[src/rtl/b_format_decoder.sv]
// B-form (bc/bca/bcl/bcla, primary opcode 16) decoder producing a registered branch-unit micro-op.
// Optional BO reserved-encoding rejection is enabled by defining BDEC_BO_RESERVED_CHECK_EN.
module b_format_decoder #(
  parameter int addressWidth            = 64,
  parameter int instructionWidth        = 32,
  parameter int PidSize                 = 20,
  parameter int TidSize                 = 16,
  parameter int instructionCounterWidth = 64,
  parameter int instMinIdWidth          = 5,
  parameter int opcodeSize              = 12,
  parameter int PrimOpcodeSize          = 6,
  parameter int regSize                 = 5,
  parameter int immediateSize           = 14,
  parameter int funcUnitCodeSize        = 3,
  parameter int BranchUnitID            = 6,
  parameter int B                       = 2,
  parameter int BDecoderInstance        = 0
) (
  input  logic                               clock_i,
  input  logic                               reset_i,
  input  logic                               enable_i,
  input  logic                               stall_i,
  input  logic [24:0]                        instFormat_i,
  input  logic [PrimOpcodeSize-1:0]          instructionOpcode_i,
  input  logic [instructionWidth-1:0]        instruction_i,
  input  logic [addressWidth-1:0]            instructionAddress_i,
  input  logic                               is64Bit_i,
  input  logic [PidSize-1:0]                 instructionPid_i,
  input  logic [TidSize-1:0]                 instructionTid_i,
  input  logic [instructionCounterWidth-1:0] instructionMajId_i,
  output logic                               enable_o,
  output logic [opcodeSize-1:0]              opcode_o,
  output logic [addressWidth-1:0]            instructionAddress_o,
  output logic [funcUnitCodeSize-1:0]        functionalUnitType_o,
  output logic [instructionCounterWidth-1:0] instMajId_o,
  output logic [instMinIdWidth-1:0]          instMinId_o,
  output logic [instMinIdWidth-1:0]          numMicroOps_o,
  output logic                               is64Bit_o,
  output logic [PidSize-1:0]                 instPid_o,
  output logic [TidSize-1:0]                 instTid_o,
  output logic                               modifiesCR_o,
  output logic [27:0]                        instructionBody_o
);

  // Re-index the word so bit 0 is the MSB, matching the architecture's field numbering.
  logic [0:instructionWidth-1] ibmBits;

  genvar gi;
  generate
    for (gi = 0; gi < instructionWidth; gi++) begin : gBitReverse
      assign ibmBits[gi] = instruction_i[instructionWidth-1-gi];
    end
  endgenerate

  logic [regSize-1:0]       boField;
  logic [regSize-1:0]       biField;
  logic [immediateSize-1:0] bdField;
  logic                     aaBit;
  logic                     lkBit;
  logic                     boReserved;
  logic                     acceptPacket;

  assign boField = ibmBits[6:10];
  assign biField = ibmBits[11:15];
  assign bdField = ibmBits[16:29];
  assign aaBit   = ibmBits[30];
  assign lkBit   = ibmBits[31];

`ifdef BDEC_BO_RESERVED_CHECK_EN
  // "Branch always" (BO0 and BO2 set) requires the remaining BO bits to be zero.
  assign boReserved = boField[4] & boField[2] & (boField[3] | boField[1] | boField[0]);
`else
  assign boReserved = 1'b0;
`endif

  assign acceptPacket = enable_i
                      && (instFormat_i == 25'(B))
                      && (instructionOpcode_i == PrimOpcodeSize'(16))
                      && !boReserved;

  // The primary opcode bits of the word are deliberately not rechecked.
  logic unusedBits;
  assign unusedBits = ^{ibmBits[0:5], (BDecoderInstance != 0)};

  always_ff @(posedge clock_i) begin
    if (reset_i) begin
      enable_o             <= 1'b0;
      opcode_o             <= '0;
      instructionAddress_o <= '0;
      functionalUnitType_o <= '0;
      instMajId_o          <= '0;
      instMinId_o          <= '0;
      numMicroOps_o        <= '0;
      is64Bit_o            <= 1'b0;
      instPid_o            <= '0;
      instTid_o            <= '0;
      modifiesCR_o         <= 1'b0;
      instructionBody_o    <= '0;
    end else if (!stall_i) begin
      enable_o <= acceptPacket;
      // Payload fields keep stale values when nothing is accepted; enable_o qualifies them.
      if (acceptPacket) begin
        opcode_o             <= {6'b010000, 4'b0000, aaBit, lkBit};
        instructionAddress_o <= instructionAddress_i;
        functionalUnitType_o <= funcUnitCodeSize'(BranchUnitID);
        instMajId_o          <= instructionMajId_i;
        instMinId_o          <= '0;
        numMicroOps_o        <= instMinIdWidth'(1);
        is64Bit_o            <= is64Bit_i;
        instPid_o            <= instructionPid_i;
        instTid_o            <= instructionTid_i;
        modifiesCR_o         <= 1'b0;
        instructionBody_o    <= {boField, biField, bdField, aaBit, lkBit, 2'b00};
      end
    end
  end

endmodule

[config.mk]
export PLATFORM = sky130hd
export DESIGN_NAME = b_format_decoder
export DESIGN_NICKNAME = d
export VERILOG_FILES = /design/src/rtl/b_format_decoder.sv
export SDC_FILE = /design/constraint.sdc
export NUM_CORES = 1
export LEC_CHECK = 0
export ABC_AREA = 1
export CORE_AREA = 3 3 175 177
export DETAILED_ROUTE_END_ITERATION = 8
export DIE_AREA = 0 0 178 180
export GPL_ROUTABILITY_DRIVEN = 0
export PLACE_DENSITY_LB_ADDON = 0.3
export SLEW_MARGIN = 20
export SYNTH_ARGS = -nofsm -noshare
export SYNTH_HDL_FRONTEND = slang
export SYNTH_SLANG_ARGS = --single-unit
[constraint.sdc]
create_clock -name clock_i -period 1.45 [get_ports clock_i]
set_input_delay 0.29 -clock clock_i [delete_from_list [all_inputs] [get_ports clock_i]]
set_output_delay 0.29 -clock clock_i [all_outputs]
set_load 0.02 [all_outputs]
==> impl_metrics.toml, run 1 <==
[sta]
rsz0062_at_grt = "yes"
finalMaxSlewViolations = 0
max_freq_mhz = 699
setup_slack_ns = 0.0188
fin_crit_sh_pct = 98.7
clock-skew-final_ns = 0
finalHoldViolations = 0
period_minus_slack_ns = 1.43
setup_viol = 0

[logic_synthesis]
synth_xor_area_share_pct = 0
synth_area_sq_mm = 0.00872
synthAdderAreaFrac_pct = 0
synthCells = 1326
yosysWarnings = 0
synth-seq-area-share_pct = 44.3
synth_compound_gate_area_share_pct = 0.0574
syn_avg_cell_area_sq_um = 6.58
synth_top_family_by_area = "simple AND/OR/NAND/NOR gates"
synth_mux_area_share_pct = 0
synth.distinct_cells = 14
synth-seq-cells = 193
synth-simple-area-share_pct = 38.1

[worst_setup_path]
crit_type = "reg -> out"
start_kind = "flip-flop"
startpoint = "instructionAddress_o[54]$_SDFFE_PP0P_"
r2r_cells = 2
crit_slowest_cell = "dlygate4sd2_1"
end_kind = "output pin"
rrSetupSlack_ns = 0.84
cp_max_fo = 2
r2r_end = "instMajId_o[58]$_SDFFE_PP0P_"
reg2reg_from = "instMajId_o[58]$_SDFFE_PP0P_"
crit_cells = 1
path_buf_inv = 1
critPathMaxStageDelay_ns = 0.38
endpoint = "instructionAddress_o[54]"
critPathTopFamily = "buffers and inverters"
path_cells = "dlygate4sd2_1"
required_ns = 1.16
crit_arrival_ns = 1.14

[grt]
grt_pass1_wl_um = 49300
first_global_vias = 9060
grt_start_max_net_pins = 31
grt-ovfl-total = 0
antenna_found_initial = 1
grt_use_total_pct = 19.5

[clocking]
htreeDepth = 4
clock_path_buffers = 2
cts_hold_buf = 0
clk_pin_slew_worst_paths_ns = 0.08
clock_latency_ns = 0.45
numCtsBuffers = 17
clock_sink_count = 193
cts-root-buf = "clkbuf_16"
cts_tree = "built"

[pwr]
peakVddDrop_mv = 0.621
p_comb_share_pct = 10.2
switchingPower_mw = 2.70
p_clk_share_pct = 41.7
p_per_area_mw_per_mm2 = 728
power_frac_seq_pct = 48.1
leakage_nw = 7.17
switching_share_pct = 24.5
intPower_mw = 8.31
p_total_mw = 11.0

[drt]
firstDrtPassIters = 5
routed_via_density = 4.34
drc = 0
drtAntennaViolNets = 0
vias = 9548
routed_wl_um = 33500
wl_per_cell_um = 15.2
drt-initial-drc-count = 493

[floorplanning]
die_h_um = 180
fp.dieW_um = 178
initial_core_util_pct = 29.7
die_area_sq_mm = 0.0320
core-area_sq_mm = 0.0294
rows = 63
ioPinCount = 452

[placement]
io_buffers = 423
dpl.hpwl_um = 23100
dp_slack_ns = -0.714

[final_layout]
num-fill-cells = 2890
syn_to_final_growth_pct = 73.3
final_nets = 2029
layout_common_cells = "nor2_1 (394), nand2_1 (208), inv_1 (200)"
final_common_cell = "nor2_1"
layout-drive-gt1-share_pct = 14.1

[run]
drv_cap = 0

[outcome]
outcome = "complete, no violations"

[min_path]
hold_class = "in -> reg"
-- per-stage QoR --
step	setup TNS [ns]	utilization [%]	area [sq um]	cells	hold WS (ns)
3_5_place_dp	-128.55	46.7	13700	2127	0.447
3_3_place_gp	-130.23	46.7	13700	2127	0.450
4_1_cts	-0.00897	50.5	14800	2187	0.291
6_report	0	51.4	15100	2201	0.207
5_1_grt	-0.128	51.4	15100	2201	0.218
2_1_floorplan	0	-	8800	1347	0.359
-- final cells by class --
| cell class | instances | area, sq um | area share [%] |
|---|---|---|---|
| clock inverters | 12 | 103 | 0.679 |
| repair buffers | 542 | 5840 | 38.6 |
| well taps | 390 | 488 | 3.23 |
| inverters | 201 | 759 | 5.02 |
| multi-input cells | 842 | 3600 | 23.8 |
| clock buffers | 20 | 457 | 3.02 |
| flip-flops and latches | 193 | 3860 | 25.6 |
| diodes | 1 | 2.50 | 0.0166 |
-- power groups by stage --
stage	combinational [mW]	sequential [mW]	clock, mW
floorplan	0.408	5.42	0
global placement	1.13	5.42	0
detailed placement	1.14	5.42	0
CTS	1.12	5.29	4.72
global route	1.23	5.29	4.95
finish	1.12	5.29	4.59
-- state kept, by name, summed over array words and instances (netlist names) --
| signal | flops |
|---|---|
| numMicroOps_o | 1 |
| instructionAddress_o | 64 |
| is64Bit_o | 1 |
| instPid_o | 20 |
| enable_o | 1 |
| instTid_o | 16 |
| instMajId_o | 64 |
| instructionBody_o | 26 |
-- worst min path at each step --
stage	cells past startpoint	startpoint	slack (ns)	end
5_1_grt	4	stall_i	0.22	enable_o$_SDFFE_PP0N_
6_report	4	stall_i	0.21	enable_o$_SDFFE_PP0N_
3_3_place_gp	2	enable_o$_SDFFE_PP0N_	0.45	enable_o$_SDFFE_PP0N_
4_1_cts	4	stall_i	0.29	enable_o$_SDFFE_PP0N_
3_5_place_dp	2	enable_o$_SDFFE_PP0N_	0.45	enable_o$_SDFFE_PP0N_
2_1_floorplan	1	reset_i	0.36	enable_o$_SDFFE_PP0N_
-- timing repair --
| item | 4_1_cts | 5_1_grt |
|---|---|---|
| cloned | 14 | 17 |
| endpoints found under the setup margin | 391 | 291 |
| buffers inserted | 14 | 1 |
| pin swaps | 36 | 43 |
| gates resized for setup | 377 | 180 |
-- metal layers --
metal | GRT usage, % | vias up | share of wire [%]
met1 | 23.6 | 4318 | 41
li1 | - | 4843 | -
met3 | 3.89 | 53 | 6.5
met2 | 34.2 | 334 | 50
met5 | 0 | - | 0
met4 | 6.72 | 0 | 2.7
-- cell usage after synthesis, drive strengths merged --
library cell    n  area, sq um
nand2         210          788
clkbuf         25         93.8
inv           201          754
nor2          412         1550
nand3         194          971
conb            1         3.75
dfxtp         193         3860
nor3            2         10.0
or2             1         6.26
buf            86          673
a21oi           1         5.00
-- logic make-up (layout without fill, tap and decap cells) --
logic type,after synthesis,after routing
AND/OR/NAND/NOR,819,819
buffers and inverters,312,775
flip-flops,193,193
other,1,23
AO/OA/AOI/OAI,1,1
No activity file was read; power rests on OpenSTA's default activity.
==> run 2, diff against run 1 <==
ABC_AREA = 0   (was 1)
CORE_AREA = 3 3 173 175   (was 3 3 175 177)
DIE_AREA = 0 0 176 178   (was 0 0 178 180)
==> run 2 against run 1 <==
Effect of this change: the run now ends with setup timing left; core utilization rose by 10 points; sequential cell count unchanged; critical path depth up 8; synthesized cell count shrank 27%; maximum frequency down 8.6%; total power grew 1.8%; non-clock buffer count is 72 higher; clock power rose by 4%; register-to-register slack got worse by 0.13 ns; critical path type is now in -> reg; clock skew did not move; design area grew 17%.
==> impl_metrics.toml, run 2 <==
[worst_setup_path]
crit_slowest_cell = "nor4_4"
crit_arrival_ns = 1.88
end_kind = "flip-flop"
reg2reg_from = "instMajId_o[44]$_SDFFE_PP0P_"
critPathMaxStageDelay_ns = 0.30
critPathTopFamily = "buffers and inverters"
crit_top_cell = "buf_6"
path_buf_inv = 5
required_ns = 1.76
startpoint = "instFormat_i[10]"
start_kind = "input port"
crit_type = "in -> reg"
cp_max_fo = 9
path_cells = "buf_6 -> nor4_4 -> buf_4 -> nand4_1 -> buf_6 -> buf_12 -> buf_16 -> o31ai_2 -> a21oi_1"

[clocking]
clock_sink_count = 193
clk_pin_slew_worst_paths_ns = 0.09
cts_hold_buf = 0
clock_latency_ns = 0.43
clock_path_buffers = 2
cts-root-buf = "clkbuf_16"
cts_tree = "built"
numCtsBuffers = 17
htreeDepth = 4

[logic_synthesis]
synth.area.top_cells = "dfxtp_1 (45%), o31ai_1 (17%), nand4_1 (14%)"
synthCells = 962
synth_area_sq_mm = 0.00851
synth-seq-cells = 193
yosysWarnings = 0
synth-edff-count = 0
synth-seq-area-share_pct = 45.4
netlist_top_cells_count = "a21oi_1 (193), dfxtp_1 (193), nand4_1 (193)"
async_flop_share_pct = 0
syn_avg_cell_area_sq_um = 8.85
yosysTopAreaCell = "dfxtp_1"
synth.distinct_cells = 21
synthFlopType = "dfxtp_1"
synth_top_area_share_pct = 45.4

[grt]
met2_usage_pct = 41.9
grt_use_total_pct = 25.1
grtUsageMet3_pct = 6.85
met1_usage_pct = 31.6
antenna_found_initial = 0
grt-ovfl-total = 0
grt_pass1_wl_um = 61800
grt_start_max_net_pins = 44
grt_busiest_layer = "met2"
first_global_vias = 10436

[sta]
max_freq_mhz = 639
setup_viol = 178
fin_crit_sh_pct = 108
finalMaxSlewViolations = 0
clock-skew-final_ns = 0
rsz0062_at_grt = "yes"
period_minus_slack_ns = 1.57
setup_slack_ns = -0.115
finalHoldViolations = 0

[drt]
routed_wl_um = 44200
drtAntennaViolNets = 0
drt-initial-drc-count = 678
drc = 0
firstDrtPassIters = 5
vias = 10500
routed_via_density = 5.71
wl_per_cell_um = 24.0

[final_layout]
multi_input_area_sq_mm = 0.00622
post-route-util_pct = 61.8
ff_latch_area_sq_mm = 0.00387
reg.largest.list = "instMajId_o x64, instructionAddress_o x64, instructionBody_o x26"
final_nets = 1673
syn_to_final_growth_pct = 108
diodes = 0
layout_common_cells = "nand4_1 (193), clkdlybuf4s50_1 (192), dfxtp_1 (189)"
layout-drive-gt1-share_pct = 44.8
final_common_cell = "nand4_1"
num-fill-cells = 2244

[pwr]
switching_share_pct = 26.5
p_per_area_mw_per_mm2 = 633
leakage_nw = 6.06
intPower_mw = 8.23
p_clk_share_pct = 42.6
p_comb_share_pct = 10.2
power_frac_seq_pct = 47.3
peakVddDrop_mv = 0.686
switchingPower_mw = 2.97

[run]
drv_cap = 0

[placement]
dpl.hpwl_um = 25500
io_buffers = 423
dp_slack_ns = -0.910

[outcome]
violations = "setup timing"
outcome = "finished, violations left"

[floorplanning]
ioPinCount = 452
rows = 62
initial_core_util_pct = 29.7
fp.dieW_um = 176
die_area_sq_mm = 0.0313
core-area_sq_mm = 0.0286
die_h_um = 178

[min_path]
hold_class = "in -> reg"
hp-start = "reset_i"
-- run 2: cell types whose count changed after synthesis, sizes merged, moves of 3 or more --
cell / change
nand2: -209
o31ai: +191
buf: +28
a21oi: +192
nor4: +4
nor2: -411
nand3: -193
clkbuf: +36
nand4: +193
inv: -200
nor4b: +3
-- run 2: final timing paths --
check                                          end  slack (ns)  cells after the start
max          instructionAddress_o[20]$_SDFFE_PP0P_       -0.12                      9
min                   instMajId_o[50]$_SDFFE_PP0P_        0.23                      2
max reg2reg           instMajId_o[44]$_SDFFE_PP0P_        0.71                      2
min reg2reg                  enable_o$_SDFFE_PP0N_        0.46                      2
-- run 2: area by class of cell --
cell class	count	share of cell area, %
clock buffer	18	2.42
tap	384	2.71
multi-input combinational	614	35.1
timing repair buffer	614	37.0
sequential	193	21.9
inverter	1	0.0212
clock inverter	14	0.806
-- run 2: cells by family after synthesis --
| kind of cell | count (synthesis) | synth area share, % |
|---|---|---|
| AO/OA/AOI/OAI | 384 | 28.2 |
| buffers and inverters | 176 | 10.6 |
| flip-flops | 193 | 45.4 |
| other | 1 | 0.0441 |
| AND/OR/NAND/NOR | 208 | 15.8 |
-- run 2: power by group through the flow --
stage | clock network, mW | registers (mW) | logic [mW]
after floorplan | 0 | 5.42 | 0.255
after global placement | 0 | 5.42 | 0.973
after detailed placement | 0 | 5.42 | 0.967
after CTS | 4.83 | 5.29 | 1.06
after global routing | 5.05 | 5.29 | 1.19
final | 4.77 | 5.29 | 1.14
-- run 2: metrics by stage --
stage               cells  instance area [sq um]  TNS (ns)  hold slack, ns  power, mW
finish               1838                  17700     -6.72           0.229       11.2
global route         1838                  17700    -16.13           0.226       11.5
CTS                  1825                  16500     -8.09           0.207       11.2
detailed placement   1749                  13900   -161.79           0.456       6.39
global placement     1749                  13900   -159.19           0.448       6.39
floorplan             983                   8680     -1.49           0.439       5.67
-- run 2: repair_timing --
item | 4_1_cts | 5_1_grt
pin swaps | 134 | 229
gates resized for setup | 670 | 474
gates cloned | 26 | 14
buffers inserted | 19 | 4
setup endpoints to repair | 391 | 346
endpoints found under the hold margin | 0 | 0
-- run 2: metal layers --
layer | routed length [um] | vias up
li1 | - | 4746
met1 | 17900 | 5191
met2 | 21500 | 480
met3 | 3290 | 83
met4 | 1440 | 0
met5 | 0 | -
==> run 3, diff against run 2 <==
CELL_PAD_IN_SITES_DETAIL_PLACEMENT = 2   (was not set)
CELL_PAD_IN_SITES_GLOBAL_PLACEMENT = 2   (was not set)
CORE_AREA = not set   (was 3 3 173 175)
CORE_MARGIN = 3   (was not set)
CORE_UTILIZATION = 19   (was not set)
DIE_AREA = not set   (was 0 0 176 178)
==> run 3 against run 2 <==
Effect of this change: the flow still finishes with violations (setup timing); register-to-register slack worse by 0.03 ns; sequential power hardly changed; non-clock buffer count up 47; critical path type unchanged; largest cell class unchanged; largest power group unchanged; highest routed layer is now met5.
==> impl_metrics.toml, run 3 (same netlist as run 2, synthesis figures left out) <==
[placement]
dpl.hpwl_um = 33200
place_area_sq_mm = 0.0142
dp_slack_ns = -1.10
io_buffers = 423
dp.cells = 1941

[final_layout]
layout-drive-gt1-share_pct = 50.5
fin_area_sq_mm = 0.0192
reg.largest.list = "instMajId_o x64, instructionAddress_o x64, instructionBody_o x26"
final_nets = 1720
finalNonFillerCells = 2091
layout_common_cells = "nand4_1 (193), clkdlybuf4s50_1 (193), o31ai_4 (169)"
syn_to_final_growth_pct = 126

[sta]
finalMaxSlewViolations = 0
fin_crit_sh_pct = 119
slew-limit-headroom_pct = 48.6
tightestPinTransition_ns = 0.772
clock-skew-final_ns = 0
max_freq_mhz = 578
rsz0062_at_grt = "yes"
finalHoldViolations = 0
setup_slack_ns = -0.281
period_minus_slack_ns = 1.73
setup_viol = 194

[pwr]
switching_share_pct = 26.7
p_clk_share_pct = 42.3
switchingPower_mw = 3.00
p_comb_share_pct = 10.6
intPower_mw = 8.22
p_total_mw = 11.2
power_frac_seq_pct = 47.2
p_per_area_mw_per_mm2 = 584
leakage_nw = 7.00
peakVddDrop_mv = 0.726

[run]
drv_cap = 0

[clocking]
cts_tree = "built"
clk_pin_slew_worst_paths_ns = 0.08
clock_sink_count = 193
clock_latency_ns = 0.49
clock_path_buffers = 2
htreeDepth = 4
numCtsBuffers = 17
cts-root-buf = "clkbuf_16"

[min_path]
hp-start = "stall_i"
hold_class = "in -> reg"
hold_path_depth = 3
holdPathEnd = "enable_o$_SDFFE_PP0N_"

[worst_setup_path]
critPathMaxStageDelay_ns = 0.34
start_kind = "input port"
path_cells = "buf_6 -> nor4_4 -> buf_4 -> buf_6 -> buf_6 -> and3_4 -> buf_6 -> buf_12 -> clkbuf_16 -> nand4_1 -> a21oi_1"
reg2reg_from = "instPid_o[6]$_SDFFE_PP0P_"
cp_max_fo = 8
required_ns = 1.87
crit_type = "in -> reg"
crit_arrival_ns = 2.15
rrSetupSlack_ns = 0.68
end_kind = "flip-flop"
crit_top_cell = "buf_6"
crit_slowest_cell = "nor4_4"
r2r_cells = 2
r2r_end = "instPid_o[6]$_SDFFE_PP0P_"

[floorplanning]
ioPinCount = 452
rows = 76
die_area_sq_mm = 0.0474
initial_core_util_pct = 19.5
core-area_sq_mm = 0.0436
fp.dieW_um = 218
die_h_um = 218

[drt]
vias = 10879
drc = 0
routed_via_density = 5.20
drtAntennaViolNets = 0
firstDrtPassIters = 5
routed_wl_um = 61700
wl_per_cell_um = 29.5
drt-initial-drc-count = 441

[grt]
antenna_found_initial = 7
grt_use_total_pct = 23.5
first_global_vias = 11865
grt-ovfl-total = 0
grt_pass1_wl_um = 82300
grt_start_max_net_pins = 62

[outcome]
outcome = "finished, violations left"
violations = "setup timing"
-- run 3: cell type report --
cell class	instances	area, sq um
fill	4374	24400
timing repair buffer	661	7410
multi-input combinational	614	6620
sequential	193	3890
tap	585	732
clock buffer	22	464
clock inverter	9	76.3
antenna	6	15.0
inverter	1	3.75
-- run 3: timing repair --
| item | in CTS | in global routing |
|---|---|---|
| pin swaps | 175 | 260 |
| hold buffers | 1 | 0 |
| buffers inserted | 35 | 38 |
| endpoints found under the hold margin | 2 | 0 |
| setup endpoints to repair | 391 | 364 |
| gates cloned | 49 | 15 |
| resized for setup | 723 | 659 |
-- run 3: worst max path at each step --
| stage | startpoint | to | slack, ns | cells past startpoint |
|---|---|---|---|---|
| after floorplan | instFormat_i[5] | instMajId_o[27]$_SDFFE_PP0P_ | -0.008 | 6 |
| after global placement | instFormat_i[9] | instTid_o[3]$_SDFFE_PP0P_ | -1.07 | 8 |
| after detailed placement | instFormat_i[9] | instTid_o[12]$_SDFFE_PP0P_ | -1.10 | 8 |
| after CTS | instMajId_o[48]$_SDFFE_PP0P_ | instMajId_o[48] | -0.34 | 1 |
| after global routing | instFormat_i[23] | instTid_o[10]$_SDFFE_PP0P_ | -0.33 | 11 |
| final | instFormat_i[23] | instTid_o[10]$_SDFFE_PP0P_ | -0.28 | 11 |
-- run 3: per-layer routing --
metal | up-vias | global-route usage (%) | share of wire (%)
met4 | 2 | 8.18 | 2.7
met2 | 370 | 41.7 | 53
met3 | 78 | 6.86 | 5.7
met1 | 5568 | 26.8 | 39
met5 | - | 0 | 0.015
li1 | 4861 | - | -
-- run 3: power groups by stage --
stage                     registers (mW)  clock network (mW)  logic (mW)
after global routing                5.29                5.12        1.23
final                               5.29                4.74        1.18
after floorplan                     5.42                   0       0.255
after global placement              5.42                   0        1.02
after CTS                           5.29                4.87        1.09
after detailed placement            5.42                   0        1.02
-- run 3: worst max-delay path: cells and delay by family --
family                 cells  cell delay, ns
buffers and inverters      7            0.91
AOI/OAI and AO/OA          1            0.24
and+or+nand+nor            3            0.69
-- run 3: metrics by stage --
stage	TNS [ns]	hold WS (ns)	util [%]
2_1_floorplan	-1.49	0.439	-
3_3_place_gp	-193.98	0.450	32.5
3_5_place_dp	-197.80	0.458	32.5
4_1_cts	-44.54	0.0622	41.0
5_1_grt	-33.33	0.0942	44.0
6_report	-26.45	0.109	44.0
